<file path="src/rtl/dmem_arbiter.sv">
`default_nettype none
// ============================================================================
//  Module      : dmem_arbiter
//  Description : Shares the data-memory port between the pipeline memory
//                stage (port A) and a debug/loader requester (port B).
//                Port A normally wins. A saturating wait counter forces B
//                ahead after MAX_WAIT contended cycles. B requests are
//                range- and alignment-checked before reaching memory.
//  Revision    : 1.0 - initial release
// ============================================================================
module dmem_arbiter #(
    parameter logic [31:0] DMEM_BASE = 32'h0010_0000,
    parameter int unsigned DMEM_SIZE = 32768,
    parameter int unsigned MAX_WAIT  = 4
) (
    input  logic        clk,
    input  logic        rst_n,
    // port A: pipeline memory-access stage
    input  logic [31:0] a_addr,
    input  logic [31:0] a_wdata,
    input  logic [1:0]  a_read_status,
    input  logic [1:0]  a_write_status,
    input  logic        a_load_signed,
    output logic        a_stall,
    output logic        a_rvalid,
    output logic [31:0] a_rdata,
    // port B: debug / loader
    input  logic        b_req,
    input  logic        b_write,
    input  logic [1:0]  b_size,
    input  logic [31:0] b_addr,
    input  logic [31:0] b_wdata,
    output logic        b_gnt,
    output logic        b_rvalid,
    output logic        b_err,
    output logic [31:0] b_rdata,
    // memory side (aligner + data RAM)
    output logic [31:0] m_addr,
    output logic [31:0] m_wdata,
    output logic [1:0]  m_read_status,
    output logic [1:0]  m_write_status,
    output logic        m_load_signed,
    input  logic [31:0] m_rdata
);

    localparam logic [1:0]  c_DM_NONE   = 2'd0;
    localparam logic [1:0]  c_DM_HALF   = 2'd2;
    localparam logic [1:0]  c_DM_WORD   = 2'd3;

    localparam logic [3:0]  c_MAX_WAIT  = MAX_WAIT[3:0];
    localparam logic [31:0] c_DMEM_SIZE = DMEM_SIZE[31:0];

    localparam logic [1:0]  c_OWN_NONE  = 2'd0;
    localparam logic [1:0]  c_OWN_A     = 2'd1;
    localparam logic [1:0]  c_OWN_B     = 2'd2;

    localparam logic [2:0]  c_RSP_NONE  = 3'd0;
    localparam logic [2:0]  c_RSP_A_RD  = 3'd1;
    localparam logic [2:0]  c_RSP_A_WR  = 3'd2;
    localparam logic [2:0]  c_RSP_B_RD  = 3'd3;
    localparam logic [2:0]  c_RSP_B_WR  = 3'd4;
    localparam logic [2:0]  c_RSP_B_ERR = 3'd5;

    logic [3:0]  r_wait_cnt;
    logic [2:0]  r_rsp;
    logic [2:0]  w_rsp_nxt;
    logic [1:0]  w_owner;
    logic        w_a_active;
    logic        w_force_b;
    logic [31:0] w_b_offset;
    logic        w_b_in_range;
    logic        w_b_aligned;
    logic        w_b_legal;

    assign w_a_active = (a_read_status != c_DM_NONE) || (a_write_status != c_DM_NONE);
    assign w_force_b  = b_req && (r_wait_cnt == c_MAX_WAIT);

    // Below-base addresses underflow to a huge offset, so one unsigned
    // compare also catches them; the explicit >= keeps intent obvious.
    assign w_b_offset   = b_addr - DMEM_BASE;
    assign w_b_in_range = (b_addr >= DMEM_BASE) && (w_b_offset < c_DMEM_SIZE);

    // Alignment rule per access size; DM_NONE is never a legal B size.
    always_comb begin
        w_b_aligned = 1'b1;
        case (b_size)
            c_DM_NONE: w_b_aligned = 1'b0;
            c_DM_HALF: w_b_aligned = (b_addr[0] == 1'b0);
            c_DM_WORD: w_b_aligned = (b_addr[1:0] == 2'b00);
            default:   w_b_aligned = 1'b1;
        endcase
    end

    assign w_b_legal = w_b_in_range && w_b_aligned;

    // Owner selection: forced B, else A, else B; nobody owns the port in reset.
    always_comb begin
        w_owner = c_OWN_NONE;
        if (!rst_n)
            w_owner = c_OWN_NONE;
        else if (w_force_b)
            w_owner = c_OWN_B;
        else if (w_a_active)
            w_owner = c_OWN_A;
        else if (b_req)
            w_owner = c_OWN_B;
    end

    assign b_gnt   = (w_owner == c_OWN_B);
    assign a_stall = w_a_active && (w_owner == c_OWN_B);

    // Memory drive: A passes straight through to keep pipeline timing.
    always_comb begin
        m_addr         = 32'd0;
        m_wdata        = 32'd0;
        m_read_status  = c_DM_NONE;
        m_write_status = c_DM_NONE;
        m_load_signed  = 1'b0;
        if (w_owner == c_OWN_A) begin
            m_addr         = a_addr;
            m_wdata        = a_wdata;
            m_read_status  = a_read_status;
            m_write_status = a_write_status;
            m_load_signed  = a_load_signed;
        end else if ((w_owner == c_OWN_B) && w_b_legal) begin
            m_addr  = b_addr;
            m_wdata = b_wdata;
            if (b_write)
                m_write_status = b_size;
            else
                m_read_status  = b_size;
        end
    end

    // Wait counter: counts B cycles lost to A, saturating; any B grant clears it.
    always_ff @(posedge clk or negedge rst_n) begin
        if (!rst_n) begin
            r_wait_cnt <= 4'd0;
        end else if (w_owner == c_OWN_B) begin
            r_wait_cnt <= 4'd0;
        end else if (b_req && (w_owner == c_OWN_A) && (r_wait_cnt < c_MAX_WAIT)) begin
            r_wait_cnt <= r_wait_cnt + 4'd1;
        end
    end

    // Response state register, reloaded every cycle from this cycle's owner.
    always_ff @(posedge clk or negedge rst_n) begin
        if (!rst_n)
            r_rsp <= c_RSP_NONE;
        else
            r_rsp <= w_rsp_nxt;
    end

    // Next response state and response outputs decoded from the current state.
    always_comb begin
        w_rsp_nxt = c_RSP_NONE;
        a_rvalid  = 1'b0;
        a_rdata   = 32'd0;
        b_rvalid  = 1'b0;
        b_err     = 1'b0;
        b_rdata   = 32'd0;

        if (w_owner == c_OWN_A)
            w_rsp_nxt = (a_read_status != c_DM_NONE) ? c_RSP_A_RD : c_RSP_A_WR;
        else if (w_owner == c_OWN_B)
            w_rsp_nxt = !w_b_legal ? c_RSP_B_ERR : (b_write ? c_RSP_B_WR : c_RSP_B_RD);

        case (r_rsp)
            c_RSP_A_RD: begin
                a_rvalid = 1'b1;
                a_rdata  = m_rdata;
            end
            c_RSP_A_WR: a_rvalid = 1'b1;
            c_RSP_B_RD: begin
                b_rvalid = 1'b1;
                b_rdata  = m_rdata;
            end
            c_RSP_B_WR: b_rvalid = 1'b1;
            c_RSP_B_ERR: begin
                b_rvalid = 1'b1;
                b_err    = 1'b1;
            end
            default: ;
        endcase
    end

endmodule
`default_nettype wire

</file>
<file path="config.mk">
export PLATFORM = sky130hd
export DESIGN_NAME = dmem_arbiter
export DESIGN_NICKNAME = d
export VERILOG_FILES = /design/src/rtl/dmem_arbiter.sv
export SDC_FILE = /design/constraint.sdc
export NUM_CORES = 1
export LEC_CHECK = 0
export ABC_AREA = 1
export BUFFER_PORTS_ARGS = -buffer_cell sky130_fd_sc_hd__buf_2
export CAP_MARGIN = 20
export CORE_AREA = 2 2 119 121
export DETAILED_ROUTE_END_ITERATION = 10
export DIE_AREA = 0 0 121 123
export PLACE_DENSITY = 0.57
export SLEW_MARGIN = 10
export SYNTH_ARGS = -nofsm -noshare
export SYNTH_HDL_FRONTEND = slang
export SYNTH_SLANG_ARGS = --single-unit
</file>
<file path="constraint.sdc">
create_clock -name clk -period 2.8 [get_ports clk]
set_input_delay 0.28 -clock clk [delete_from_list [all_inputs] [get_ports clk]]
set_output_delay 0.28 -clock clk [all_outputs]
set_load 0.01 [all_outputs]
</file>
==> results of run 1 <==
## routing by layer
metal	GRT usage (%)	up-vias	wire length, um
met2	20.26	167	4749
li1	-	1783	-
met1	12.74	1398	3712
met3	1.568	2	774
met4	1.744	0	57
met5	0	-	0
## layout by cell type (no fill, tap or decap), drive strengths merged
cell type    count
nand3b           1
a31oi            1
nand4            2
nor2           109
o21ai            9
nand3            9
nand2          171
dfrtp            7
nor3             2
clkinv           1
a21oi            1
and3             1
or2              1
o21bai           4
clkbuf           4
ha               2
buf            312
dlygate4sd3      1
inv             74
## what timing repair did
item	in CTS	in global routing
hold buffers	1	0
hold endpoints to repair	7	0
setup buffers	0	0
endpoints found under the setup margin	0	0
resized for setup	0	0
## how the worst min path moves through the flow
| stage | to | cells after the start | from |
|---|---|---|---|
| 2_1_floorplan | r_rsp[0]$_DFF_PN0_ | 0 | rst_n |
| 3_3_place_gp | r_wait_cnt[1]$_DFFE_PN0P_ | 1 | rst_n |
| 3_5_place_dp | r_rsp[2]$_DFF_PN0_ | 1 | rst_n |
| 4_1_cts | r_rsp[2]$_DFF_PN0_ | 3 | b_write |
| 5_1_grt | r_rsp[2]$_DFF_PN0_ | 3 | b_write |
| 6_report | r_rsp[2]$_DFF_PN0_ | 3 | b_write |
## flip-flops by register name, summed over array words and instances, names as in the netlist
signal / count
r_rsp: 3
r_wait_cnt: 4
## area by class of cell
class | count | area (um^2) | share of cell area (%)
multi-input combinational | 313 | 1331 | 36.07
clock buffer | 4 | 78.83 | 2.136
timing repair buffer | 313 | 1594 | 43.19
tap | 180 | 225.2 | 6.102
sequential | 7 | 175.2 | 4.746
inverter | 75 | 286.5 | 7.763
## worst max-delay path: cells and delay by family
family | cells | cell delay, ps
simple gates | 4 | 430
buf+inv | 5 | 1340
## per-stage QoR
stage	hold slack, ps	cell area, um^2
detailed placement	146.4	3602
global placement	149.8	3602
floorplan	-15.59	1911
finish	333.9	3691
CTS	351.4	3691
global route	375.6	3691
## power by group through the flow
stage,Combinational (uW),Clock [uW],Sequential [uW]
finish,636,244,155
global route,713,258,158
global placement,643,0,156
detailed placement,643,0,155
CTS,647,250,155
floorplan,322,0,150
## cell families after synthesis
kind of cell	count (synthesis)	synth area share (%)
flip-flops	7	9.168
adder cells (fa/ha/maj)	2	1.310
AND/OR/NAND/NOR	296	63.79
AO/OA/AOI/OAI	15	4.519
buffers and inverters	93	21.22
==> impl_metrics.tcl, run 1 <==
set metrics [dict create \
    startpoint_type "input pin" \
    skew_ps 2.094 \
    synth_nets 586 \
    critPathCaptureType "output port" \
    combPwrFrac_pct 61.4 \
    post-place-ws_ps 657.9 \
    cts_buffers 3 \
    fin_tns_setup_ps 0 \
    drt-initial-drc-count 81 \
    routed_wl_mm 9.294 \
    synthFlopType "dfrtp_1" \
    final.period_utilization_pct 84.36 \
    vias 3350 \
    synth_common_cells "nand2_1, nor2_1, inv_1, nand2_2, clkbuf_1" \
    synth_top_area_share_pct 29.86 \
    rsz0062_at_grt "no" \
    drive_gt1_share_pct 48.17 \
    slew-limit-headroom_pct 54.74 \
    clock_path_buffers 2 \
    crit_path_max_fanout 46 \
    grt_pass1_wl_mm 12.77 \
    power_switching_uw 436.5 \
    area_growth_syn_to_layout_pct 93.19 \
    gp_congestion 0.7628 \
    crit_arrival_ps 2080 \
    grt_max_degree 52 \
    timing.rr.end "r_wait_cnt[0]$_DFFE_PN0P_" \
    diodes 0 \
    worstPathCellList "dlygate4sd3_1, buf_2, nand2_1, inv_2, nand3_4, clkinv_4, nand2_1, nand2_1, buf_2" \
    ios 309 \
    synth.avg_cell_area_um2 4.626 \
    switching_share_pct 42.17 \
    rrSetupSlack_ps 1030 \
    cpPeakStageDelay_ps 540 \
    ir_drop_mv 0.2632 \
    layout.cells.non_filler 892 \
    max_freq_mhz 423.3 \
    syn_area_um2 1911 \
    fin_nets 886 \
    p_int_uw 598.7 \
    wl_per_cell_um 10.42 \
    p_leak_uw 0.002672 \
    initial_core_util_pct 14.04 \
    p_total_uw 1035 \
    grt_pass1_vias 2652 \
    clk_pin_slew_ps 40 \
    synthCells 413 \
    async_reset_ff_share_pct 100.0 \
    ant_nets 0 \
    worstHoldPathType "in -> reg" \
    grt_usage_pct 10.63 \
    worst_pin_slew_ps 677.2 \
    cp.required_ps 2520 \
    final_core_util_pct 27.12 \
    synth_edf_count 0 \
    yosysMostFrequentCell "nand2_1" \
    num_rows 43 \
    drv_cap 0 \
    overflow 0 \
    vias_per_cell 3.756 \
    die_x_um 121 \
    drc_errors 0 \
    yosys_warnings 0 \
    crit_start "rst_n" \
    clk-insertion-delay-late_ps 230 \
    yosys.area.top_type "nand2_1" \
    critPathKind "in -> out" \
    cpMostUsedCell "nand2_1" \
    status "completed" \
    yosysSeqAreaShare_pct 9.168 \
    rr_worst_depth 10 \
    r2r-start "r_wait_cnt[0]$_DFFE_PN0P_" \
    cp_slowest_cell "dlygate4sd3_1" \
    drt_first_pass_iters 4 \
    htreeDepth 1 \
    clockPowerShare_pct 23.6 \
    endpoint "m_wdata[2]" \
    p_per_area_nw_per_um2 280.5 \
    worst_slack_ps 437.8 \
    report.final.setup_viol 0 \
    fin_crit_ps 2362 \
    ys_types 26 \
    place_inst 887 \
    ys_ff_latch 7 \
    dieArea_um2 14880 \
    die_y_um 123 \
    n_fill_cell 1573 \
    cts_tree "built" \
    synthTopCellsByArea "nand2_1, nor2_1, inv_1" \
    finalHoldViolCount 0 \
    cts_sinks 7 \
    drv_slew 0 \
    core_area_um2 13610 \
    antenna_found_initial 0 \
    seqPwrFrac_pct 15.0 \
    port_buffers 308 \
    root_buffer "clkbuf_16" \
    hpwl_mm 8.011 \
]
(Power assumes the default switching activity.)
==> inputs of run 2 (changes only) <==
- clock period: 2.8 -> 2.45 ns (I/O delays scaled with it)
==> run 2 against run 1 <==
Via count is 2.0% lower. Flip-flop and latch count stayed put. Clock power is 14% higher. Highest routed layer unchanged. First-iteration DRC count shrank 6.2%.
==> impl_metrics.tcl, run 2 (synthesized netlist as in run 1, its figures left out) <==
set metrics [dict create \
    slew-limit-headroom_pct 73.40 \
    dieArea_um2 14880 \
    r2r-start "r_wait_cnt[0]$_DFFE_PN0P_" \
    p_total_uw 1179 \
    worst_pin_slew_ps 398.4 \
    hold-worst-slack_ps 331.1 \
    rsz0062_at_grt "yes" \
    grt_pass1_wl_mm 13.31 \
    ir_drop_mv 0.1838 \
    cts_buffers 3 \
    worstHoldPathType "in -> reg" \
    top_usage_layer "met2" \
    root_buffer "clkbuf_16" \
    vias_per_cell 3.677 \
    port_buffers 308 \
    largest_registers "r_wait_cnt (4), r_rsp (3)" \
    diodes 0 \
    vias 3284 \
    crit_start "rst_n" \
    finalHoldViolCount 0 \
    max_flop_register "r_wait_cnt" \
    drv_cap 0 \
    hold_depth 3 \
    wl_per_cell_um 10.34 \
    ant_nets 0 \
    grt_max_degree 52 \
    post-place-ws_ps 371.4 \
    final_core_util_pct 27.17 \
    cp.required_ps 2200 \
    critPathKind "in -> out" \
    num_rows 43 \
    grt_usage_pct 10.99 \
    post_cts_resized 0 \
    critPathCaptureType "output port" \
    ios 309 \
    die_x_um 121 \
    drt_first_pass_iters 4 \
    startpoint_type "input pin" \
    drc_errors 0 \
    endpoint "m_wdata[15]" \
    fin_crit_ps 2333 \
    overflow 0 \
    grtUsageMet1_pct 12.81 \
    rrSetupSlack_ps 720 \
    routed_wl_mm 9.236 \
    p_leak_uw 0.002676 \
    report.final.setup_viol 0 \
    grt_pass1_vias 2860 \
    rr_worst_depth 10 \
    fin_nets 887 \
    gr-usage-met2_pct 21.00 \
    clk-insertion-delay-late_ps 230 \
    hpwl_mm 8.023 \
    skew_ps 3.053 \
    core_area_um2 13610 \
    initial_core_util_pct 14.04 \
    final.period_utilization_pct 95.24 \
    clk_pin_slew_ps 30 \
    cts_tree "built" \
    gp_congestion 0.7612 \
    area_growth_syn_to_layout_pct 93.58 \
    antenna_found_initial 0 \
    crit_arrival_ps 2090 \
    met3_usage_pct 1.753 \
    final_common_cell "buf_2" \
    worst_slack_ps 116.6 \
    drive_gt1_share_pct 48.25 \
    drt-initial-drc-count 76 \
    htreeDepth 1 \
    die_y_um 123 \
    status "completed" \
    crit_path_max_fanout 46 \
    cts_sinks 7 \
    drv_slew 0 \
    clock_path_buffers 2 \
    mostFrequentLayoutCells "buf_2, nand2_1, nor2_1, inv_1, nand2_2" \
    timing.rr.end "r_wait_cnt[0]$_DFFE_PN0P_" \
    postCtsSetupBuffers 0 \
    max_freq_mhz 428.6 \
    p_per_area_nw_per_um2 318.9 \
    largest_register_ff_count 4 \
]
==> run 2: changes by cell type in the layout (fill, tap and decap cells not counted) <==
cell / delta
buf_4: +1
==> run 2: final cells by class <==
cell class	instances	area, um^2
Sequential cell	7	175.2
Inverter	75	286.5
Fill cell	1582	9913
Multi-Input combinational cell	313	1331
Tap cell	180	225.2
Clock buffer	4	78.83
Timing Repair Buffer	314	1602
==> run 2: how the worst min path moves through the flow <==
stage,start,endpoint,slack [ps]
5_1_grt,b_write,r_rsp[2]$_DFF_PN0_,340
6_report,b_write,r_rsp[2]$_DFF_PN0_,330
3_3_place_gp,rst_n,r_wait_cnt[1]$_DFFE_PN0P_,110
2_1_floorplan,rst_n,r_rsp[0]$_DFF_PN0_,-50
4_1_cts,b_write,r_rsp[2]$_DFF_PN0_,320
3_5_place_dp,rst_n,r_rsp[2]$_DFF_PN0_,110
==> run 2: stage by stage <==
stage / instances / setup TNS, ps / area (um^2)
6_report: 893 / 0 / 3699
4_1_cts: 893 / 0 / 3699
2_1_floorplan: 413 / 0 / 1911
3_3_place_gp: 888 / 0 / 3610
5_1_grt: 893 / -822.1 / 3699
3_5_place_dp: 888 / 0 / 3610
==> run 2: what timing repair did <==
| item | 4_1_cts | 5_1_grt |
|---|---|---|
| hold buffers | 1 | 0 |
| endpoints found under the hold margin | 7 | 0 |
| setup endpoints to repair | 0 | 29 |
==> run 2: routing by layer <==
metal / vias to the layer above / part of all wire, % / wire, um
met5: - / 0 / 0
met2: 158 / 52 / 4770
met4: 0 / 0.69 / 64
met1: 1341 / 39 / 3625
met3: 4 / 8.4 / 775
li1: 1781 / - / -
==> run 2: report_power, final <==
part | switching [uW] | total (uW) | internal [uW]
combinational | 409 | 726 | 317
clock | 60.7 | 277 | 216
sequential | 24.4 | 176 | 152
total | 494 | 1180 | 685
==> run 2: worst max-delay path: stages <==
cell	delay, ps
dlygate4sd3_1	550
buf_2	240
nand2_1	130
inv_2	160
nand3_4	120
clkinv_4	300
nand2_1	100
nand2_1	80
buf_2	120
